==> src/rtl/matmul_pkg.sv <==
// Shared types and default widths for the matrix-multiply sequencer and its datapath.
package matmul_pkg;

  localparam int unsigned ADDR_W_DEF = 12;
  localparam int unsigned DIM_W_DEF  = 4;
  localparam int unsigned CNT_W_DEF  = 2 * DIM_W_DEF;

  typedef enum logic [1:0] {
    ST_IDLE    = 2'd0,
    ST_ISSUE   = 2'd1,
    ST_WAIT_WB = 2'd2,
    ST_DONE    = 2'd3
  } seq_state_e;

  // One operand tuple as seen by the MAC datapath.
  typedef struct packed {
    logic [ADDR_W_DEF-1:0] a_addr;
    logic [ADDR_W_DEF-1:0] b_addr;
    logic [ADDR_W_DEF-1:0] c_addr;
    logic                  first;
    logic                  last;
  } op_tuple_t;

endpackage

==> src/rtl/matmul_sequencer_if.sv <==
// Operand-issue handshake and write-back acknowledge between sequencer and MAC datapath.
interface matmul_sequencer_if #(
  parameter int unsigned ADDR_WIDTH = 12
);
  logic                  op_valid;
  logic                  op_ready;
  logic [ADDR_WIDTH-1:0] op_a_addr;
  logic [ADDR_WIDTH-1:0] op_b_addr;
  logic [ADDR_WIDTH-1:0] op_c_addr;
  logic                  op_first;
  logic                  op_last;
  logic                  wb_ack;

  modport master (
    output op_valid, op_a_addr, op_b_addr, op_c_addr, op_first, op_last,
    input  op_ready, wb_ack
  );

  modport slave (
    input  op_valid, op_a_addr, op_b_addr, op_c_addr, op_first, op_last,
    output op_ready, wb_ack
  );
endinterface

==> src/rtl/matmul_addr_gen.sv <==
// i/j/k loop counters with multiplier-free incremental A/B/C address generation.
module matmul_addr_gen
  import matmul_pkg::*;
#(
  parameter int unsigned ADDR_WIDTH = ADDR_W_DEF,
  parameter int unsigned DIM_WIDTH  = DIM_W_DEF
) (
  input  logic                  clk,
  input  logic                  rst_n,
  input  logic                  load_i,
  input  logic                  advance_i,
  input  logic [ADDR_WIDTH-1:0] a_base_i,
  input  logic [ADDR_WIDTH-1:0] b_base_i,
  input  logic [ADDR_WIDTH-1:0] c_base_i,
  input  logic [DIM_WIDTH-1:0]  dim_n_i,
  input  logic [DIM_WIDTH-1:0]  dim_m_i,
  input  logic [DIM_WIDTH-1:0]  dim_p_i,
  output logic [ADDR_WIDTH-1:0] a_addr_o,
  output logic [ADDR_WIDTH-1:0] b_addr_o,
  output logic [ADDR_WIDTH-1:0] c_addr_o,
  output logic                  first_o,
  output logic                  last_o,
  output logic                  last_op_o
);

  logic [DIM_WIDTH-1:0]  n_q, n_d, m_q, m_d, p_q, p_d;
  logic [DIM_WIDTH-1:0]  i_q, i_d, j_q, j_d, k_q, k_d;
  logic [ADDR_WIDTH-1:0] a_q, a_d, b_q, b_d, c_q, c_d;
  logic [ADDR_WIDTH-1:0] a_row_q, a_row_d, b_col_q, b_col_d, b_base_q, b_base_d;
  logic                  first_q, first_d, last_q, last_d, last_op_q, last_op_d;
  logic                  k_end, j_end, i_end;

  assign k_end = (k_q == m_q - DIM_WIDTH'(1));
  assign j_end = (j_q == p_q - DIM_WIDTH'(1));
  assign i_end = (i_q == n_q - DIM_WIDTH'(1));

  // Row-major walk: k fastest, then j, then i; flags are precomputed for the next tuple.
  always_comb begin
    n_d      = n_q;
    m_d      = m_q;
    p_d      = p_q;
    i_d      = i_q;
    j_d      = j_q;
    k_d      = k_q;
    a_d      = a_q;
    b_d      = b_q;
    c_d      = c_q;
    a_row_d  = a_row_q;
    b_col_d  = b_col_q;
    b_base_d = b_base_q;
    if (load_i) begin
      n_d      = dim_n_i;
      m_d      = dim_m_i;
      p_d      = dim_p_i;
      i_d      = '0;
      j_d      = '0;
      k_d      = '0;
      a_d      = a_base_i;
      a_row_d  = a_base_i;
      b_d      = b_base_i;
      b_col_d  = b_base_i;
      b_base_d = b_base_i;
      c_d      = c_base_i;
    end else if (advance_i) begin
      if (!k_end) begin
        k_d = k_q + DIM_WIDTH'(1);
        a_d = a_q + ADDR_WIDTH'(1);
        b_d = b_q + ADDR_WIDTH'(p_q);
      end else if (!j_end) begin
        k_d     = '0;
        j_d     = j_q + DIM_WIDTH'(1);
        a_d     = a_row_q;
        b_col_d = b_col_q + ADDR_WIDTH'(1);
        b_d     = b_col_q + ADDR_WIDTH'(1);
        c_d     = c_q + ADDR_WIDTH'(1);
      end else if (!i_end) begin
        k_d     = '0;
        j_d     = '0;
        i_d     = i_q + DIM_WIDTH'(1);
        a_row_d = a_row_q + ADDR_WIDTH'(m_q);
        a_d     = a_row_q + ADDR_WIDTH'(m_q);
        b_col_d = b_base_q;
        b_d     = b_base_q;
        c_d     = c_q + ADDR_WIDTH'(1);
      end
    end
    first_d   = (k_d == '0);
    last_d    = (k_d == m_d - DIM_WIDTH'(1));
    last_op_d = last_d && (j_d == p_d - DIM_WIDTH'(1)) && (i_d == n_d - DIM_WIDTH'(1));
  end

  always_ff @(posedge clk or negedge rst_n) begin
    if (!rst_n) begin
      n_q       <= '0;
      m_q       <= '0;
      p_q       <= '0;
      i_q       <= '0;
      j_q       <= '0;
      k_q       <= '0;
      a_q       <= '0;
      b_q       <= '0;
      c_q       <= '0;
      a_row_q   <= '0;
      b_col_q   <= '0;
      b_base_q  <= '0;
      first_q   <= 1'b0;
      last_q    <= 1'b0;
      last_op_q <= 1'b0;
    end else begin
      n_q       <= n_d;
      m_q       <= m_d;
      p_q       <= p_d;
      i_q       <= i_d;
      j_q       <= j_d;
      k_q       <= k_d;
      a_q       <= a_d;
      b_q       <= b_d;
      c_q       <= c_d;
      a_row_q   <= a_row_d;
      b_col_q   <= b_col_d;
      b_base_q  <= b_base_d;
      first_q   <= first_d;
      last_q    <= last_d;
      last_op_q <= last_op_d;
    end
  end

  assign a_addr_o  = a_q;
  assign b_addr_o  = b_q;
  assign c_addr_o  = c_q;
  assign first_o   = first_q;
  assign last_o    = last_q;
  assign last_op_o = last_op_q;

endmodule

==> src/rtl/matmul_sequencer.sv <==
// Loop-nest controller for the matmul MAC datapath: issues operand tuples, counts write-backs.
// Optional busy/stall performance counters are built when MATMUL_SEQ_PERF_EN is defined.
module matmul_sequencer
  import matmul_pkg::*;
#(
  parameter int unsigned ADDR_WIDTH = ADDR_W_DEF,
  parameter int unsigned DIM_WIDTH  = DIM_W_DEF,
  parameter int unsigned CNT_WIDTH  = 2 * DIM_WIDTH
) (
  input  logic                  clk,
  input  logic                  rst_n,
  input  logic                  start,
  input  logic [ADDR_WIDTH-1:0] a_base,
  input  logic [ADDR_WIDTH-1:0] b_base,
  input  logic [ADDR_WIDTH-1:0] c_base,
  input  logic [DIM_WIDTH-1:0]  dim_n,
  input  logic [DIM_WIDTH-1:0]  dim_m,
  input  logic [DIM_WIDTH-1:0]  dim_p,
  matmul_sequencer_if.master    op_if,
  output logic                  busy,
  output logic                  done
`ifdef MATMUL_SEQ_PERF_EN
  ,
  output logic [CNT_WIDTH+8-1:0] perf_cycles,
  output logic [CNT_WIDTH+8-1:0] perf_stalls
`endif
);

  seq_state_e           state_q, state_d;
  logic                 valid_q, valid_d;
  logic                 busy_q, busy_d;
  logic                 done_q, done_d;
  logic [CNT_WIDTH-1:0] wb_cnt_q, wb_cnt_d, wb_cnt_inc;
  logic [CNT_WIDTH-1:0] np_q, np_d;
  logic                 load, advance, last_op;
  logic                 dims_zero;

  assign wb_cnt_inc = wb_cnt_q + CNT_WIDTH'(op_if.wb_ack);
  assign dims_zero  = (dim_n == '0) || (dim_m == '0) || (dim_p == '0);

  matmul_addr_gen #(
    .ADDR_WIDTH (ADDR_WIDTH),
    .DIM_WIDTH  (DIM_WIDTH)
  ) u_addr_gen (
    .clk       (clk),
    .rst_n     (rst_n),
    .load_i    (load),
    .advance_i (advance),
    .a_base_i  (a_base),
    .b_base_i  (b_base),
    .c_base_i  (c_base),
    .dim_n_i   (dim_n),
    .dim_m_i   (dim_m),
    .dim_p_i   (dim_p),
    .a_addr_o  (op_if.op_a_addr),
    .b_addr_o  (op_if.op_b_addr),
    .c_addr_o  (op_if.op_c_addr),
    .first_o   (op_if.op_first),
    .last_o    (op_if.op_last),
    .last_op_o (last_op)
  );

  // Next-state and registered-output decode; acks are counted in every non-idle state.
  always_comb begin
    state_d  = state_q;
    load     = 1'b0;
    advance  = 1'b0;
    wb_cnt_d = wb_cnt_q;
    np_d     = np_q;
    case (state_q)
      ST_IDLE: begin
        if (start) begin
          load     = 1'b1;
          np_d     = CNT_WIDTH'(dim_n) * CNT_WIDTH'(dim_p);
          wb_cnt_d = '0;
          state_d  = dims_zero ? ST_DONE : ST_ISSUE;
        end
      end
      ST_ISSUE: begin
        if (op_if.op_ready) begin
          advance = 1'b1;
          if (last_op) state_d = ST_WAIT_WB;
        end
      end
      ST_WAIT_WB: begin
        if (wb_cnt_inc >= np_q) state_d = ST_DONE;
      end
      ST_DONE: state_d = ST_IDLE;
      default: state_d = ST_IDLE;
    endcase
    if ((state_q != ST_IDLE) && op_if.wb_ack) wb_cnt_d = wb_cnt_inc;
    valid_d = (state_d == ST_ISSUE);
    busy_d  = (state_d == ST_ISSUE) || (state_d == ST_WAIT_WB);
    done_d  = (state_d == ST_DONE);
  end

  always_ff @(posedge clk or negedge rst_n) begin
    if (!rst_n) begin
      state_q  <= ST_IDLE;
      valid_q  <= 1'b0;
      busy_q   <= 1'b0;
      done_q   <= 1'b0;
      wb_cnt_q <= '0;
      np_q     <= '0;
    end else begin
      state_q  <= state_d;
      valid_q  <= valid_d;
      busy_q   <= busy_d;
      done_q   <= done_d;
      wb_cnt_q <= wb_cnt_d;
      np_q     <= np_d;
    end
  end

  assign op_if.op_valid = valid_q;
  assign busy           = busy_q;
  assign done           = done_q;

`ifdef MATMUL_SEQ_PERF_EN
  localparam int unsigned PERF_W = CNT_WIDTH + 8;

  logic [PERF_W-1:0] perf_cycles_q, perf_cycles_d;
  logic [PERF_W-1:0] perf_stalls_q, perf_stalls_d;

  // Saturating counters, cleared on job start and held once the job ends.
  always_comb begin
    perf_cycles_d = perf_cycles_q;
    perf_stalls_d = perf_stalls_q;
    if (load) begin
      perf_cycles_d = '0;
      perf_stalls_d = '0;
    end else begin
      if (busy_q && !(&perf_cycles_q)) perf_cycles_d = perf_cycles_q + PERF_W'(1);
      if (valid_q && !op_if.op_ready && !(&perf_stalls_q))
        perf_stalls_d = perf_stalls_q + PERF_W'(1);
    end
  end

  always_ff @(posedge clk or negedge rst_n) begin
    if (!rst_n) begin
      perf_cycles_q <= '0;
      perf_stalls_q <= '0;
    end else begin
      perf_cycles_q <= perf_cycles_d;
      perf_stalls_q <= perf_stalls_d;
    end
  end

  assign perf_cycles = perf_cycles_q;
  assign perf_stalls = perf_stalls_q;
`endif

endmodule

==> src/flat_wrapper.sv <==
// flat-port wrapper written by rule: the top's interface ports become plain ports
module matmul_sequencer_flat import matmul_pkg::*;
#(
  parameter int unsigned ADDR_WIDTH = ADDR_W_DEF,
  parameter int unsigned DIM_WIDTH  = DIM_W_DEF,
  parameter int unsigned CNT_WIDTH  = 2 * DIM_WIDTH
)
  (clk, rst_n, start, a_base, b_base, c_base, dim_n, dim_m, dim_p, busy, done, op_if_op_valid, op_if_op_a_addr, op_if_op_b_addr, op_if_op_c_addr, op_if_op_first, op_if_op_last, op_if_op_ready, op_if_wb_ack);
  matmul_sequencer_if #(.ADDR_WIDTH(ADDR_WIDTH)) op_if_i ();
  input  logic clk;
  input  logic rst_n;
  input  logic start;
  input  logic [ADDR_WIDTH-1:0] a_base;
  input  logic [ADDR_WIDTH-1:0] b_base;
  input  logic [ADDR_WIDTH-1:0] c_base;
  input  logic [DIM_WIDTH-1:0] dim_n;
  input  logic [DIM_WIDTH-1:0] dim_m;
  input  logic [DIM_WIDTH-1:0] dim_p;
  output logic busy;
  output logic done;
  output wire logic [$bits(op_if_i.op_valid)-1:0] op_if_op_valid;
  output wire logic [$bits(op_if_i.op_a_addr)-1:0] op_if_op_a_addr;
  output wire logic [$bits(op_if_i.op_b_addr)-1:0] op_if_op_b_addr;
  output wire logic [$bits(op_if_i.op_c_addr)-1:0] op_if_op_c_addr;
  output wire logic [$bits(op_if_i.op_first)-1:0] op_if_op_first;
  output wire logic [$bits(op_if_i.op_last)-1:0] op_if_op_last;
  input wire logic [$bits(op_if_i.op_ready)-1:0] op_if_op_ready;
  input wire logic [$bits(op_if_i.wb_ack)-1:0] op_if_wb_ack;
  assign op_if_op_valid = op_if_i.op_valid;
  assign op_if_op_a_addr = op_if_i.op_a_addr;
  assign op_if_op_b_addr = op_if_i.op_b_addr;
  assign op_if_op_c_addr = op_if_i.op_c_addr;
  assign op_if_op_first = op_if_i.op_first;
  assign op_if_op_last = op_if_i.op_last;
  assign op_if_i.op_ready = op_if_op_ready;
  assign op_if_i.wb_ack = op_if_wb_ack;
  matmul_sequencer #(.ADDR_WIDTH(ADDR_WIDTH), .DIM_WIDTH(DIM_WIDTH), .CNT_WIDTH(CNT_WIDTH)) u_core (.clk(clk), .rst_n(rst_n), .start(start), .a_base(a_base), .b_base(b_base), .c_base(c_base), .dim_n(dim_n), .dim_m(dim_m), .dim_p(dim_p), .op_if(op_if_i), .busy(busy), .done(done));
endmodule
==> config.mk <==
export PLATFORM = sky130hd
export DESIGN_NAME = matmul_sequencer_flat
export DESIGN_NICKNAME = d
export VERILOG_FILES = /design/src/rtl/matmul_pkg.sv /design/src/rtl/matmul_sequencer_if.sv /design/src/rtl/matmul_addr_gen.sv /design/src/rtl/matmul_sequencer.sv /design/src/flat_wrapper.sv
export SDC_FILE = /design/constraint.sdc
export NUM_CORES = 1
export LEC_CHECK = 0
export CORE_UTILIZATION = 30
export DETAILED_ROUTE_END_ITERATION = 7
export SLEW_MARGIN = 20
export SYNTH_ARGS = -nofsm -noshare
export SYNTH_HDL_FRONTEND = slang
export SYNTH_HIERARCHICAL = 1
export SYNTH_SLANG_ARGS = --single-unit
==> constraint.sdc <==
create_clock -name clk -period 5.15 [get_ports clk]
set_input_delay 0.7725 -clock clk [delete_from_list [all_inputs] [get_ports clk]]
set_output_delay 0.7725 -clock clk [all_outputs]
set_load 0.05 [all_outputs]
==> results.toml <==
[floorplanning]
core.rowCount = 59
die-area_um2 = 27300
initial_core_util = 0.306
fp.dieH_um = 165
die_w_um = 165
io_pins = 94
fp.coreArea_um2 = 26100

[timing]
post-route-period-util = 0.745
slew_headroom = 0.379
finalSetupTns_ns = 0
period_minus_slack_ns = 3.84
worst_clock_skew_ns = 0.0149
rsz0062_at_grt = "no"
worstMarginPinSlew_ns = 0.932
whs_ns = 0.392
slew_viol_final = 0
fmax_mhz = 261
layout_setup_ws_ns = 1.31
finalSetupViolCount = 0
hold_violations = 0

[clock_network]
clockRootBuffer = "clkbuf_16"
h-tree-depth = 4
ctsResizeCount = 0
ctsLongestPathBuffers = 2
cts_hold_buf = 0
postCtsSetupBuffers = 0
cts_tree = "done"
cts.sinks = 120
numCtsBuffers = 17
clkLatencyLatePin_ns = 0.42
clk_pin_slew_ns = 0.06

[power_and_ir_drop]
power_leakage_nw = 4.22
peakVddDrop_v = 0.000304
powerDensity_nw_per_um2 = 640

[finish]
area_delta_synth_final_pct = 23.7
drive_gt1_frac = 0.0753
fin_area_um2 = 9900
fin_util = 0.379
fillers = 2644
antenna_cells = 0
nets = 1099

[synth]
synth_top_area_frac = 0.375
synth_fp_nets = 1011
ys_seq_area_frac = 0.375
ys_warn_count = 6
ys_async_sr_fraction = 1.00
ys_types = 74
yosys.area.top_type = "dfrtp_1"
syn_area_per_cell_um2 = 8.82
ys.flop_type = "dfrtp_1"
netlist_area_um2 = 8010
synth_cells = 908
synth-edff-count = 0
yosys-top-cells-area = "dfrtp_1 (38%), ha_1 (6.9%), o21ai_0 (4.9%)"
ys_ff_latch = 120

[setup_path]
crit_required_ns = 5.50
reg2reg_depth = 12
critPathSlowestCell = "clkdlybuf4s50_1"
crit_family = "buffers and inverters"
cp.depth = 13
crit_arrival_ns = 4.19
cp_max_fo = 20
end_kind = "flop"
path_class = "input pin to flop"
critPathMaxStageDelay_ns = 0.50
path_cells = "clkdlybuf4s50_1 > or3b_4 > clkinv_2 > buf_4 > mux2i_1 > ha_1 > xnor2_1 > and3_1 > a31o_2 > o221ai_1 > a311o_1 > a2111oi_2 > and4b_1"
worst-path-buf-inv = 3
crit_path_start_kind = "input pin"

[detailed_routing]
avgRoutedWirePerCell_um = 15.9
viasPerCell = 5.17
antenna_left = 0
drt_iter0_drc = 436
wl_mm = 21.4
first_pass_iters = 6
vias = 6948
drc = 8

[place]
gp_congestion = 0.863
portBuffers = 93
dpl_cell_area_um2 = 9320
dpl_worst_slack_ns = 0.878
dp_hpwl_mm = 14.8

[run_status]
violations = "DRC"
outcome = "finished, violations left"

[grt]
antenna_found_initial = 0
grt_overflow = 0
grt_pass1_wl_mm = 35.3
grt_pass1_vias = 6877
grt_max_degree = 121
grtUsageTotal = 0.165

[hold_path]
hold_class = "input pin to async pin"

[run]
maxCapViolations = 0
==> metal layers <==
metal | track usage | part of all wire | vias up
met5 | 0 | 0 | -
met4 | 0.0455 | 0.0095 | 0
met3 | 0.0347 | 0.046 | 16
met2 | 0.266 | 0.46 | 166
met1 | 0.221 | 0.48 | 3380
li1 | - | - | 3386
==> Yosys cell counts (all sizes together), types with 3 or more instances <==
cell type  count
a22o           8
ha            44
a31o           3
a21o           5
nand3         31
xor2          39
nor3          12
o31ai          5
mux2i         16
a221oi         3
and4           4
a211oi         8
xnor3          3
xnor2         43
o221ai         3
and2          16
nand4         14
o22ai          5
mux2           8
a31oi         11
fa             6
clkbuf        29
a21oi         69
o211ai         6
buf            9
nor4           9
nand2b         6
and3          14
dfrtp        120
nor2b          8
inv           55
nor2          72
o21ai         84
nor3b          3
a22oi          4
nand2         98
==> metrics by stage <==
stage | std cells | power (mW)
after floorplan | 908 | 4.18
after global placement | 1312 | 5.07
after detailed placement | 1312 | 5.11
after CTS | 1344 | 6.36
after global routing | 1344 | 6.84
final | 1344 | 6.34
==> final cells by class <==
class / count / area, um2 / share of cell area
clock buffer: 19 / 443 / 0.0447
timing repair buffer: 107 / 1050 / 0.106
multi-input combinational: 693 / 4630 / 0.468
inverter: 57 / 215 / 0.0217
tap: 335 / 419 / 0.0423
sequential: 120 / 3000 / 0.303
clock inverter: 13 / 143 / 0.0144
==> state kept, by name, summed over array words and instances (netlist names) <==
name and count:
u_core/u_addr_gen/first_o 1, u_core/u_addr_gen/p_q 4, u_core/u_addr_gen/n_q 4, u_core/state_q 2, u_core/u_addr_gen/j_q 4, u_core/op_if.op_valid 1
u_core/u_addr_gen/i_q 4, u_core/np_q 8, u_core/done 1, u_core/u_addr_gen/m_q 4, u_core/u_addr_gen/last_o 1, u_core/u_addr_gen/b_col_q 12
u_core/u_addr_gen/c_addr_o 12, u_core/u_addr_gen/b_addr_o 12, u_core/u_addr_gen/a_addr_o 12, u_core/u_addr_gen/last_op_o 1, u_core/u_addr_gen/a_row_q 12, u_core/u_addr_gen/b_base_q 12
u_core/busy 1, u_core/u_addr_gen/k_q 4, u_core/wb_cnt_q 8
==> logic make-up (layout without fill, tap and decap cells) <==
family,Yosys count,after routing,synth area share
simple gates,299,299,0.185
compound gates,235,235,0.179
flops,120,120,0.375
buf+inv,95,196,0.0467
xor+xnor,85,85,0.0991
fa+ha+maj,50,50,0.0838
mux,24,24,0.0313
==> report_power, final <==
part           internal (mW)  leakage (nW)  switching [mW]  total, mW
clock network          0.730         0.285           0.466       1.20
logic                   1.29          2.46            2.04       3.33
registers               1.34          1.47           0.467       1.81
total                   3.36          4.22            2.97       6.34
==> worst paths after layout <==
check                                            start                                     to  slack, ns
min in group clk            u_core/np_q[6]$_DFFE_PN0P_             u_core/np_q[6]$_DFFE_PN0P_       0.48
min reg2reg                 u_core/np_q[6]$_DFFE_PN0P_             u_core/np_q[6]$_DFFE_PN0P_       0.48
min                                              rst_n             u_core/np_q[4]$_DFFE_PN0P_       0.39
max                                              start  u_core/u_addr_gen/last_op_o$_DFF_PN0_       1.31
max in group asynchronous                        rst_n     u_core/u_addr_gen/j_q[1]$_DFF_PN0_       4.15
max reg2reg                u_core/state_q[1]$_DFF_PN0_  u_core/u_addr_gen/last_op_o$_DFF_PN0_       1.70
==> worst register-to-register path, cell delays in order, from the launching register on <==
cell	delay, ns
dfrtp_1	0.44
or3b_4	0.49
clkinv_2	0.27
buf_4	0.26
mux2i_1	0.29
ha_1	0.25
xnor2_1	0.12
and3_1	0.17
a31o_2	0.15
o221ai_1	0.09
a311o_1	0.35
a2111oi_2	0.27
and4b_1	0.23
==> cells in the final DEF, fill, tap and decap left out, types with 17 or more instances in the layout <==
master	n
clkbuf_16	17
inv_1	55
nand2_1	98
dfrtp_1	120
a21oi_1	68
xor2_1	39
clkdlybuf4s50_1	92
nor2_1	71
ha_1	44
nand3_1	28
o21ai_0	78
xnor2_1	42
No activity file was read; power rests on OpenSTA's default activity.
